===== src/rtl/pic_rom_arbiter_pkg.sv =====
`default_nettype none
// +----------------------------------------------------------------------------+
// | Module      : pic_rom_pkg                                                  |
// | Description : Shared constants and types for the picture-ROM arbiter:      |
// |               address width, requester IDs, image geometry and the tag     |
// |               carried alongside each outstanding ROM read.                 |
// | Revision    : 1.0 - initial release                                        |
// +----------------------------------------------------------------------------+
package pic_rom_pkg;

    localparam int ADDR_W   = 18;
    localparam int N_REQ    = 3;

    // Requester IDs
    localparam int REQ_TOP  = 0;   // top banner scan, default priority
    localparam int REQ_SPR1 = 1;   // sprite/overlay renderer 1
    localparam int REQ_SPR2 = 2;   // sprite/overlay renderer 2

    // Picture geometry
    localparam int IMG_W    = 1440;
    localparam int TOP_H    = 100;

    typedef logic [1:0] req_id_t;

    // One outstanding read: which requester its data belongs to
    typedef struct packed {
        logic    valid;
        req_id_t id;
    } rom_tag_t;

endpackage : pic_rom_pkg
`default_nettype wire


===== src/rtl/pic_rom_arbiter_tag_pipe.sv =====
`default_nettype none
// +----------------------------------------------------------------------------+
// | Module      : rom_tag_pipe                                                 |
// | Description : Shift register of {valid, requester ID} tags, DEPTH deep,    |
// |               aligned to the ROM read latency so that the tail stage       |
// |               flags which requester owns rom_dout this cycle.              |
// | Ports       : clk, rst      - clock, synchronous active-high reset         |
// |               tag_i         - tag of the read granted this cycle           |
// |               rvalid_o      - one-hot owner of the returning data          |
// | Revision    : 1.0 - initial release                                        |
// +----------------------------------------------------------------------------+
module rom_tag_pipe #(
    parameter int DEPTH = 2
) (
    input  logic                            clk,
    input  logic                            rst,
    input  pic_rom_pkg::rom_tag_t           tag_i,
    output logic [pic_rom_pkg::N_REQ-1:0]   rvalid_o
);
    import pic_rom_pkg::*;

    rom_tag_t pipe_q [DEPTH];
    rom_tag_t tail;

    always_ff @(posedge clk) begin
        if (rst) begin
            for (int i = 0; i < DEPTH; i++) begin
                pipe_q[i] <= '0;
            end
        end else begin
            pipe_q[0] <= tag_i;
            for (int i = 1; i < DEPTH; i++) begin
                pipe_q[i] <= pipe_q[i-1];
            end
        end
    end

    // Masking with rst keeps a read that reaches the tail during the reset
    // cycle itself from being reported.
    always_comb begin
        tail     = pipe_q[DEPTH-1];
        rvalid_o = '0;
        if (!rst && tail.valid) begin
            rvalid_o = N_REQ'(1) << tail.id;
        end
    end

endmodule : rom_tag_pipe
`default_nettype wire


===== src/rtl/pic_rom_arbiter.sv =====
`default_nettype none
// +----------------------------------------------------------------------------+
// | Module      : pic_rom_arbiter                                              |
// | Description : Three-way arbiter in front of a shared single-port 1-bit     |
// |               picture ROM. Requester 0 has priority; requesters 1/2 share  |
// |               round-robin and are protected from starvation by wait        |
// |               counters. One read per cycle, data returned in grant order.  |
// | Ports       : clk, rst             - clock, synchronous active-high reset  |
// |               req, addr0..2        - request vector and per-requester addr |
// |               gnt                  - one-hot combinational grant           |
// |               rvalid, rdata        - returned pixel and its owner          |
// |               rom_addr/en/dout     - shared ROM interface                  |
// |               starve               - requester 1/2 has waited MAX_WAIT     |
// | Revision    : 1.0 - initial release                                        |
// +----------------------------------------------------------------------------+
module pic_rom_arbiter #(
    parameter int ADDR_W   = pic_rom_pkg::ADDR_W,
    parameter int ROM_LAT  = 1,
    parameter int MAX_WAIT = 15
) (
    input  logic                            clk,
    input  logic                            rst,
    input  logic [pic_rom_pkg::N_REQ-1:0]   req,
    input  logic [ADDR_W-1:0]               addr0,
    input  logic [ADDR_W-1:0]               addr1,
    input  logic [ADDR_W-1:0]               addr2,
    output logic [pic_rom_pkg::N_REQ-1:0]   gnt,
    output logic [pic_rom_pkg::N_REQ-1:0]   rvalid,
    output logic                            rdata,
    output logic [ADDR_W-1:0]               rom_addr,
    output logic                            rom_en,
    input  logic                            rom_dout,
    output logic [1:0]                      starve
);
    import pic_rom_pkg::*;

    localparam int CNT_W = $clog2(MAX_WAIT + 1);

    // Wait counters and starve flags, index 0 -> requester 1, index 1 -> requester 2
    logic [CNT_W-1:0]   wait_q [2];
    logic [CNT_W-1:0]   wait_d [2];
    // 1 when the most recent sprite grant went to requester 2
    logic               last2_q;
    logic               last2_d;
    logic [ADDR_W-1:0]  rom_addr_q;
    logic [ADDR_W-1:0]  rom_addr_d;
    logic               rom_en_q;
    logic               rom_en_d;

    logic [1:0]         spr_req;
    logic [1:0]         starved_req;
    logic               xfer;
    req_id_t            gnt_id;
    logic [ADDR_W-1:0]  gnt_addr;
    rom_tag_t           new_tag;

    // Two-way round-robin: on contention the one not served last wins
    function automatic logic [1:0] rr_pick(input logic [1:0] m, input logic last2);
        if (m == 2'b11) begin
            rr_pick = last2 ? 2'b01 : 2'b10;
        end else begin
            rr_pick = m;
        end
    endfunction

    always_comb begin
        for (int k = 0; k < 2; k++) begin
            starve[k] = (wait_q[k] == CNT_W'(MAX_WAIT));
        end
    end

    // A starve flag may still be set in the cycle its requester withdraws,
    // so it only counts together with a live request.
    assign spr_req     = req[REQ_SPR2:REQ_SPR1];
    assign starved_req = starve & spr_req;

    always_comb begin
        gnt = '0;
        if (rst) begin
            gnt = '0;
        end else if (|starved_req) begin
            gnt = {rr_pick(starved_req, last2_q), 1'b0};
        end else if (req[REQ_TOP]) begin
            gnt = 3'b001;
        end else begin
            gnt = {rr_pick(spr_req, last2_q), 1'b0};
        end
    end

    assign xfer   = |gnt;
    // One-hot to binary for a 3-bit one-hot: bit 2 -> 2'b10, bit 1 -> 2'b01
    assign gnt_id = {gnt[REQ_SPR2], gnt[REQ_SPR1]};

    always_comb begin
        unique case (gnt_id)
            2'd1:    gnt_addr = addr1;
            2'd2:    gnt_addr = addr2;
            default: gnt_addr = addr0;
        endcase
    end

    always_comb begin
        rom_en_d   = xfer;
        rom_addr_d = xfer ? gnt_addr : rom_addr_q;

        last2_d = last2_q;
        if (gnt[REQ_SPR1]) begin
            last2_d = 1'b0;
        end else if (gnt[REQ_SPR2]) begin
            last2_d = 1'b1;
        end

        for (int k = 0; k < 2; k++) begin
            if (!req[k+1] || gnt[k+1]) begin
                wait_d[k] = '0;
            end else if (wait_q[k] != CNT_W'(MAX_WAIT)) begin
                wait_d[k] = wait_q[k] + CNT_W'(1);
            end else begin
                wait_d[k] = wait_q[k];
            end
        end
    end

    always_ff @(posedge clk) begin
        if (rst) begin
            rom_en_q   <= 1'b0;
            rom_addr_q <= '0;
            last2_q    <= 1'b1;     // requester 1 wins the first contention
            wait_q[0]  <= '0;
            wait_q[1]  <= '0;
        end else begin
            rom_en_q   <= rom_en_d;
            rom_addr_q <= rom_addr_d;
            last2_q    <= last2_d;
            wait_q[0]  <= wait_d[0];
            wait_q[1]  <= wait_d[1];
        end
    end

    assign rom_en   = rom_en_q;
    assign rom_addr = rom_addr_q;
    assign rdata    = rom_dout;

    // One stage for the address register plus ROM_LAT for the ROM itself
    assign new_tag.valid = xfer;
    assign new_tag.id    = gnt_id;

    rom_tag_pipe #(
        .DEPTH    (ROM_LAT + 1)
    ) u_tag_pipe (
        .clk      (clk),
        .rst      (rst),
        .tag_i    (new_tag),
        .rvalid_o (rvalid)
    );

endmodule : pic_rom_arbiter
`default_nettype wire


===== config.mk =====
export PLATFORM = sky130hd
export DESIGN_NAME = pic_rom_arbiter
export DESIGN_NICKNAME = d
export VERILOG_FILES = /design/src/rtl/pic_rom_arbiter_pkg.sv /design/src/rtl/pic_rom_arbiter_tag_pipe.sv /design/src/rtl/pic_rom_arbiter.sv
export SDC_FILE = /design/constraint.sdc
export NUM_CORES = 1
export LEC_CHECK = 0
export ABC_CLOCK_PERIOD_IN_PS = 4900
export CORE_AREA = 2 2 60 91
export CTS_CLUSTER_SIZE = 25
export DETAILED_ROUTE_END_ITERATION = 7
export DIE_AREA = 0 0 62 93
export GPL_TIMING_DRIVEN = 1
export PLACE_DENSITY = 0.8
export SYNTH_ARGS = -nofsm -noshare
export SYNTH_HDL_FRONTEND = slang
export SYNTH_SLANG_ARGS = --single-unit

===== constraint.sdc =====
create_clock -name clk -period 4.9 [get_ports clk]
set_input_delay 0.735 -clock clk [delete_from_list [all_inputs] [get_ports clk]]
set_output_delay 0.735 -clock clk [all_outputs]
set_load 0.005 [all_outputs]

==> metrics.txt, run 1 <==
total CTS buffers=5; number of buffers inserted to repair setup after CTS=0; total power=around 690 µW; count of cells along the worst register-to-register path=8; vias per cell=5.45; IR Drop Worst-Case VDD=0.141 mV; Worst Skew=5.88 ps; Syn-to-layout area delta=48.4%; maximum number of pins on one net before global-route repair=between 70 and 80; average routed wire per standard cell=about 14 µm; row count=32; total nets after synthesis=approximately 290; most frequently used flop master after synthesis=sky130_fd_sc_hd__dfxtp_1; count of final hold-check violations=0; MaxCap Viol Count=0; Crit path largest cell delay=~590 ps; Worst Hold Depth=1; fmax=~280 MHz; worst path bufs/invs=2; clock latency on the worst-skew pair=between 200 and 300 ps; Static Leak=between 0.001 and 0.0015 µW; slew at the pin closest to its max-slew limit=approximately 1200 ps; number of vias in the routed layout=1967; dominant cell type by area after synthesis=sky130_fd_sc_hd__dfxtp_1; count of pins over their slew limit=0; Fin Setup TNS=0 ps; clock tree from TritonCTS=built; placed inst area=around 0.0028 mm²; synthesized flop and latch total=33; starting density of the core=between 30 and 40%; Hold Worst Slack=~440 ps; required time at the endpoint of the critical path=about 4200 ps; Non-Filler Cell Area, Final=~0.0029 mm²; post-synthesis area per instance=between 8 and 9 µm²; Bufs on Longest Clock Path=2; critical path data arrival time=between 2000 and 3000 ps; number of gates on the worst path with buffers counted=5; total number of yosys warnings=0; global placer's final weighted congestion=a little over 0.8; chip width=around 62 µm; cell with the largest stage delay on the worst path=sky130_fd_sc_hd__clkdlybuf4s50_1; Worst path top cell family by delay=buffers and inverters; detailed placement HPWL=roughly 3700 µm; detailed-routing iteration count for the pre-antenna-repair pass=4; clock sink count=33; share of flip-flops with an asynchronous set or reset after synthesis=0%; sequential-to-total area share from yosys stat=about 34%; cell area power density=roughly 240 mW/mm²; cell seen most often among critical-path stages=sky130_fd_sc_hd__clkdlybuf4s50_1; final critical-path required period=3530 ps; Clk Tree Root Cell=sky130_fd_sc_hd__clkbuf_8; post-layout net count=357; Post-Synthesis Cells=about 220; utilization after layout=between 50 and 60%; area of the die=0.00577 mm²; Antenna Nets Post-Route=0; Die H=slightly above 90 µm; number of port buffers=85; layout cells sized above 1=approximately 6.8%; GRT overflow=0; Post-synth EDFFs=0; number of setup violations in the final report=0; number of buffers inserted by hold repair at cts=0; synthesized cell area=~0.0019 mm²; GRT Resource Usage Total=between 10% and 20%; number of placed I/O pins=between 80 and 90; wire length of the first global-routing pass=roughly 7700 µm; post-CTS resize count=0; via count of the first global-routing pass=1809; ant diodes=0; remaining routing DRC violations=0; kind of start point of the critical path=input port; type of the worst setup path=input port to primary output; result of the run=complete, no violations; worst rel slew slack=18.3%; Clock Pin Slew Worst Setup and Hold Paths=about 70 ps; post-synth cell types=39; aggregate routed wire length=5140 µm; unrepaired setup endpoints after global routing=no; leading cell types by total area after synthesis=sky130_fd_sc_hd__dfxtp_1 (34%), sky130_fd_sc_hd__a2111o_1 (10%), sky130_fd_sc_hd__a22oi_1 (7.4%); area share of the largest cell type after synthesis=34.0%; drt first-iter violations=slightly below 80; Worst setup EP type=primary output; area of the core region=0.00500 mm²; number of antenna violations at the first check in global routing=0; htree depth=2; share of the clock period used by the worst path=72.1%; maximum fanout along the worst path=9; worst hold-check path type=flop to flop; list of cells traversed by the critical path=clkdlybuf4s50_1 -> and4_1 -> o21ai_0 -> a21oi_1 -> clkdlybuf4s50_1
[worst paths after layout]
path | from | to | slack (ps)
max | req[1] | gnt[1] | 1370
min | u_tag_pipe.pipe_q[0][1] | u_tag_pipe.pipe_q[0][4] | 440
max reg2reg | wait_q[0][0] | rom_addr[11] | 1830
min reg2reg | u_tag_pipe.pipe_q[0][1] | u_tag_pipe.pipe_q[0][4] | 440
[kinds of logic after synthesis]
logic type                 after synthesis  share of synthesized area, %
DFF                                     33                          34.0
muxes                                    2                          1.03
adders and majority gates                5                          3.22
buffers and inverters                   27                          6.90
and+or+nand+nor                         57                          16.4
AOI/OAI and AO/OA                       97                          38.4
[cells in the mapped netlist, types with 4 or more instances]
library cell                number
sky130_fd_sc_hd__o21ai_0        19
sky130_fd_sc_hd__a2111oi_2       4
sky130_fd_sc_hd__buf_4           4
sky130_fd_sc_hd__a22oi_1        19
sky130_fd_sc_hd__nor2b_1         4
sky130_fd_sc_hd__nand2_1         4
sky130_fd_sc_hd__nor2_1         25
sky130_fd_sc_hd__inv_1           5
sky130_fd_sc_hd__a2111o_1       18
sky130_fd_sc_hd__a21oi_1        23
sky130_fd_sc_hd__clkbuf_1        8
sky130_fd_sc_hd__ha_1            5
sky130_fd_sc_hd__dfxtp_1        33
sky130_fd_sc_hd__nand4_1         4
sky130_fd_sc_hd__buf_2           7
sky130_fd_sc_hd__nand3_1         4
[power breakdown]
group,internal (µW),switching [µW]
clock network,166,94.7
registers,283,8.27
logic,88.8,54.5
[layer usage]
metal / global-route usage (%) / share of wire, % / vias to the layer above
met5: 0 / 0 / -
met4: 8.51 / 1.5 / 0
met3: 3.60 / 6.9 / 8
met2: 30.9 / 51 / 67
met1: 18.1 / 40 / 899
li1: - / - / 993
[final cells by class]
class	count	area (µm²)
multi-input cells	161	1150
flip-flops and latches	33	661
clock buffers	7	86.3
well taps	68	85.1
clock inverters	1	30.0
fillers	450	2120
inverters	5	18.8
repair buffers	86	853
[sequential cells by signal (all words and copies together), names as in the netlist]
name	cells
u_tag_pipe.pipe_q	6
rom_addr	18
wait_q	8
last2_q	1
[cell usage in the layout, fill, tap and decap left out, types with 5 or more instances in the layout]
| cell type | instances |
|---|---|
| sky130_fd_sc_hd__nor2_1 | 25 |
| sky130_fd_sc_hd__a2111o_1 | 18 |
| sky130_fd_sc_hd__clkbuf_8 | 6 |
| sky130_fd_sc_hd__a21oi_1 | 23 |
| sky130_fd_sc_hd__a22oi_1 | 19 |
| sky130_fd_sc_hd__dfxtp_1 | 33 |
| sky130_fd_sc_hd__clkdlybuf4s50_1 | 84 |
| sky130_fd_sc_hd__o21ai_0 | 19 |
| sky130_fd_sc_hd__inv_1 | 5 |
| sky130_fd_sc_hd__ha_1 | 5 |
[stage by stage]
| stage | setup slack [ps] | std cells |
|---|---|---|
| 6_report | 1370 | 361 |
| 2_1_floorplan | 2090 | 221 |
| 5_1_grt | 1250 | 361 |
| 3_5_place_dp | 1180 | 353 |
| 3_3_place_gp | 1260 | 353 |
| 4_1_cts | 1370 | 361 |
(Power assumes the default switching activity.)
==> run 2: changes to the inputs <==
--- a/config.mk
+++ b/config.mk
@@ -5,13 +5,13 @@
 export SDC_FILE = /design/constraint.sdc
 export NUM_CORES = 1
 export LEC_CHECK = 0
-export ABC_CLOCK_PERIOD_IN_PS = 4900
-export CORE_AREA = 2 2 60 91
+export ABC_CLOCK_PERIOD_IN_PS = 3200
+export CORE_AREA = 2 2 62 93
 export CTS_CLUSTER_SIZE = 25
 export DETAILED_ROUTE_END_ITERATION = 7
-export DIE_AREA = 0 0 62 93
+export DIE_AREA = 0 0 64 95
 export GPL_TIMING_DRIVEN = 1
-export PLACE_DENSITY = 0.8
+export PLACE_DENSITY = 0.79
 export SYNTH_ARGS = -nofsm -noshare
 export SYNTH_HDL_FRONTEND = slang
 export SYNTH_SLANG_ARGS = --single-unit
==> constraint.sdc (replaced) <==
create_clock -name clk -period 3.2 [get_ports clk]
set_input_delay 0.48 -clock clk [delete_from_list [all_inputs] [get_ports clk]]
set_output_delay 0.48 -clock clk [all_outputs]
set_load 0.005 [all_outputs]
==> metrics.txt, run 2 (synthesis gave the netlist of run 1 again) <==
required time at the endpoint of the critical path=2720 ps (was 4160 ps); max reg flops=18 (unchanged); Clk Tree Root Cell=sky130_fd_sc_hd__clkbuf_8 (unchanged); number of buffers inserted to repair setup after CTS=0 (unchanged); maximum fanout along the worst path=6 (was 9); commonest cells after routing, fill and taps aside=sky130_fd_sc_hd__clkdlybuf4s50_1 (84), sky130_fd_sc_hd__dfxtp_1 (33), sky130_fd_sc_hd__nor2_1 (25), sky130_fd_sc_hd__a21oi_1 (23) (unchanged); clock sink count=33 (unchanged); drt first-iter violations=100 (was 77); remaining routing DRC violations=0 (unchanged); count of cells along the worst register-to-register path=9 (was 8); switching portion of total power=22.5% (was 22.7%); Clock Pin Slew Worst Setup and Hold Paths=70 ps (about the same); chip width=64 µm (was 62 µm); row count=33 (was 32); area of the die=0.00608 mm² (was 0.00577 mm²); area of the core region=0.00533 mm² (was 0.00500 mm²); worst hold-check path type=flop to flop (unchanged); aggregate routed wire length=5120 µm (was 5140 µm); total CTS buffers=5 (unchanged); global placer's final weighted congestion=0.824 (was 0.811); type of the worst setup path=input port to primary output (unchanged); count of pins over their slew limit=0 (unchanged); detailed placement HPWL=3860 µm (was 3750 µm); clock latency on the worst-skew pair=280 ps (about the same); number of port buffers=85 (unchanged); count of filler cells inserted in the layout=498 (was 450); Fin Setup TNS=0 ps (unchanged); Die H=95 µm (was 93 µm); maximum number of pins on one net before global-route repair=56 (was 73); Worst setup EP type=primary output (unchanged); clock tree from TritonCTS=built (unchanged); result of the run=complete, no violations (unchanged); GRT Resource Usage Total=16.9% (was 17.3%); post-layout net count=364 (was 357); number of antenna violations at the first check in global routing=0 (unchanged); count of final hold-check violations=0 (unchanged); Worst Skew=2.79 ps (was 5.88 ps); Bufs on Longest Clock Path=2 (unchanged); Syn-to-layout area delta=51.9% (was 48.4%); Worst Hold Depth=1 (unchanged); share of the clock period used by the worst path=90.8%; layout cells sized above 1=9.00% (was 6.83%); part of the power in combinational logic=21.0% (was 20.6%); number of placed I/O pins=88 (unchanged); slew at the pin closest to its max-slew limit=677 ps (was 1220 ps); htree depth=2 (unchanged); MaxCap Viol Count=0 (unchanged); part of the power in registers=41.7% (was 41.9%); number of buffers inserted by hold repair at cts=0 (unchanged); end of the worst register-to-register path=rom_addr[15] (was rom_addr[11]); fmax=344 MHz; Antenna Nets Post-Route=0 (unchanged); vias per cell=5.30 (was 5.45); unrepaired setup endpoints after global routing=no (unchanged); worst rel slew slack=54.7% (was 18.3%); critical path data arrival time=2430 ps (was 2800 ps); register-to-register path setup slack=550 ps (was 1830 ps); final critical-path required period=between 2000 and 3000 ps; detailed-routing iteration count for the pre-antenna-repair pass=4 (unchanged); destination of the critical timing path=gnt[1] (unchanged); switching pwr=240 µW (was 158 µW); post-CTS resize count=0 (unchanged); ant diodes=0 (unchanged); launch point of the worst reg-to-reg path=wait_q[0][4] (was wait_q[0][0]); Static Leak=0.00105 µW (was 0.00101 µW); number of setup violations in the final report=0 (unchanged); total power=1070 µW (was 695 µW); number of vias in the routed layout=1960 (was 1967); most frequent standard cell in the layout excluding fill and tap cells=sky130_fd_sc_hd__clkdlybuf4s50_1 (unchanged); cell internal power dissipation=827 µW (was 537 µW); average routed wire per standard cell=13.8 µm (was 14.2 µm); clock network power share=37.3% (was 37.5%); GRT overflow=0 (unchanged); cell area power density=362 mW/mm² (was 241 mW/mm²); start point of the critical path=req[1] (unchanged); wire length of the first global-routing pass=8230 µm (was 7680 µm); starting density of the core=36.4% (was 38.8%); IR Drop Worst-Case VDD=0.191 mV (was 0.141 mV); kind of start point of the critical path=input port (unchanged); via count of the first global-routing pass=1813 (was 1809)
-- run 2: cell count changes in the layout (fill, tap and decap cells not counted) --
cell,change
sky130_fd_sc_hd__buf_12,+1
sky130_fd_sc_hd__buf_4,+6
-- run 2: critical path, stage by stage --
cell                              delay (ps)
sky130_fd_sc_hd__clkdlybuf4s50_1         590
sky130_fd_sc_hd__nand2b_1                160
sky130_fd_sc_hd__or3_4                   400
sky130_fd_sc_hd__a21oi_1                 240
sky130_fd_sc_hd__clkdlybuf4s50_1         560
-- run 2: worst min path at each step --
stage,from,end
2_1_floorplan,u_tag_pipe.pipe_q[0][0],u_tag_pipe.pipe_q[0][3]
3_3_place_gp,u_tag_pipe.pipe_q[0][1],u_tag_pipe.pipe_q[0][4]
3_5_place_dp,u_tag_pipe.pipe_q[0][1],u_tag_pipe.pipe_q[0][4]
4_1_cts,u_tag_pipe.pipe_q[0][1],u_tag_pipe.pipe_q[0][4]
5_1_grt,u_tag_pipe.pipe_q[0][0],u_tag_pipe.pipe_q[0][3]
6_report,u_tag_pipe.pipe_q[0][1],u_tag_pipe.pipe_q[0][4]
-- run 2: layout make-up --
type | instances | area (µm²) | area share (%)
clock inverter | 1 | 30.0 | 1.02
tap | 70 | 87.6 | 2.97
timing repair buffer | 93 | 918 | 31.2
clock buffer | 7 | 86.3 | 2.93
multi-input combinational | 161 | 1150 | 38.9
sequential | 33 | 661 | 22.4
inverter | 5 | 18.8 | 0.637
-- run 2: through the flow --
stage / utilization, % / instances / cell area, µm² / setup slack, ps / hold slack [ps]
floorplan: - / 221 / 1940 / 522 / 414
finish: 55.3 / 370 / 2950 / 294 / 437
CTS: 55.3 / 370 / 2950 / 291 / 444
global route: 55.3 / 370 / 2950 / 178 / 468
detailed placement: 53.2 / 362 / 2830 / 174 / 427
global placement: 53.2 / 362 / 2830 / 255 / 426
-- run 2: power groups by stage --
| stage | Sequential, µW | Combinational (µW) | Clock (µW) |
|---|---|---|---|
| 6_report | 445 | 224 | 398 |
| 5_1_grt | 447 | 246 | 429 |
| 4_1_cts | 445 | 227 | 412 |
| 3_5_place_dp | 454 | 226 | 0 |
| 3_3_place_gp | 454 | 222 | 0 |
| 2_1_floorplan | 454 | 96.5 | 0 |
-- run 2: per-layer routing --
metal	routed length, µm	track usage (%)	up-vias
li1	-	-	1008
met1	2110	18.2	886
met2	2620	31.5	58
met3	319	3.69	8
met4	73	6.52	0
met5	0	0	-
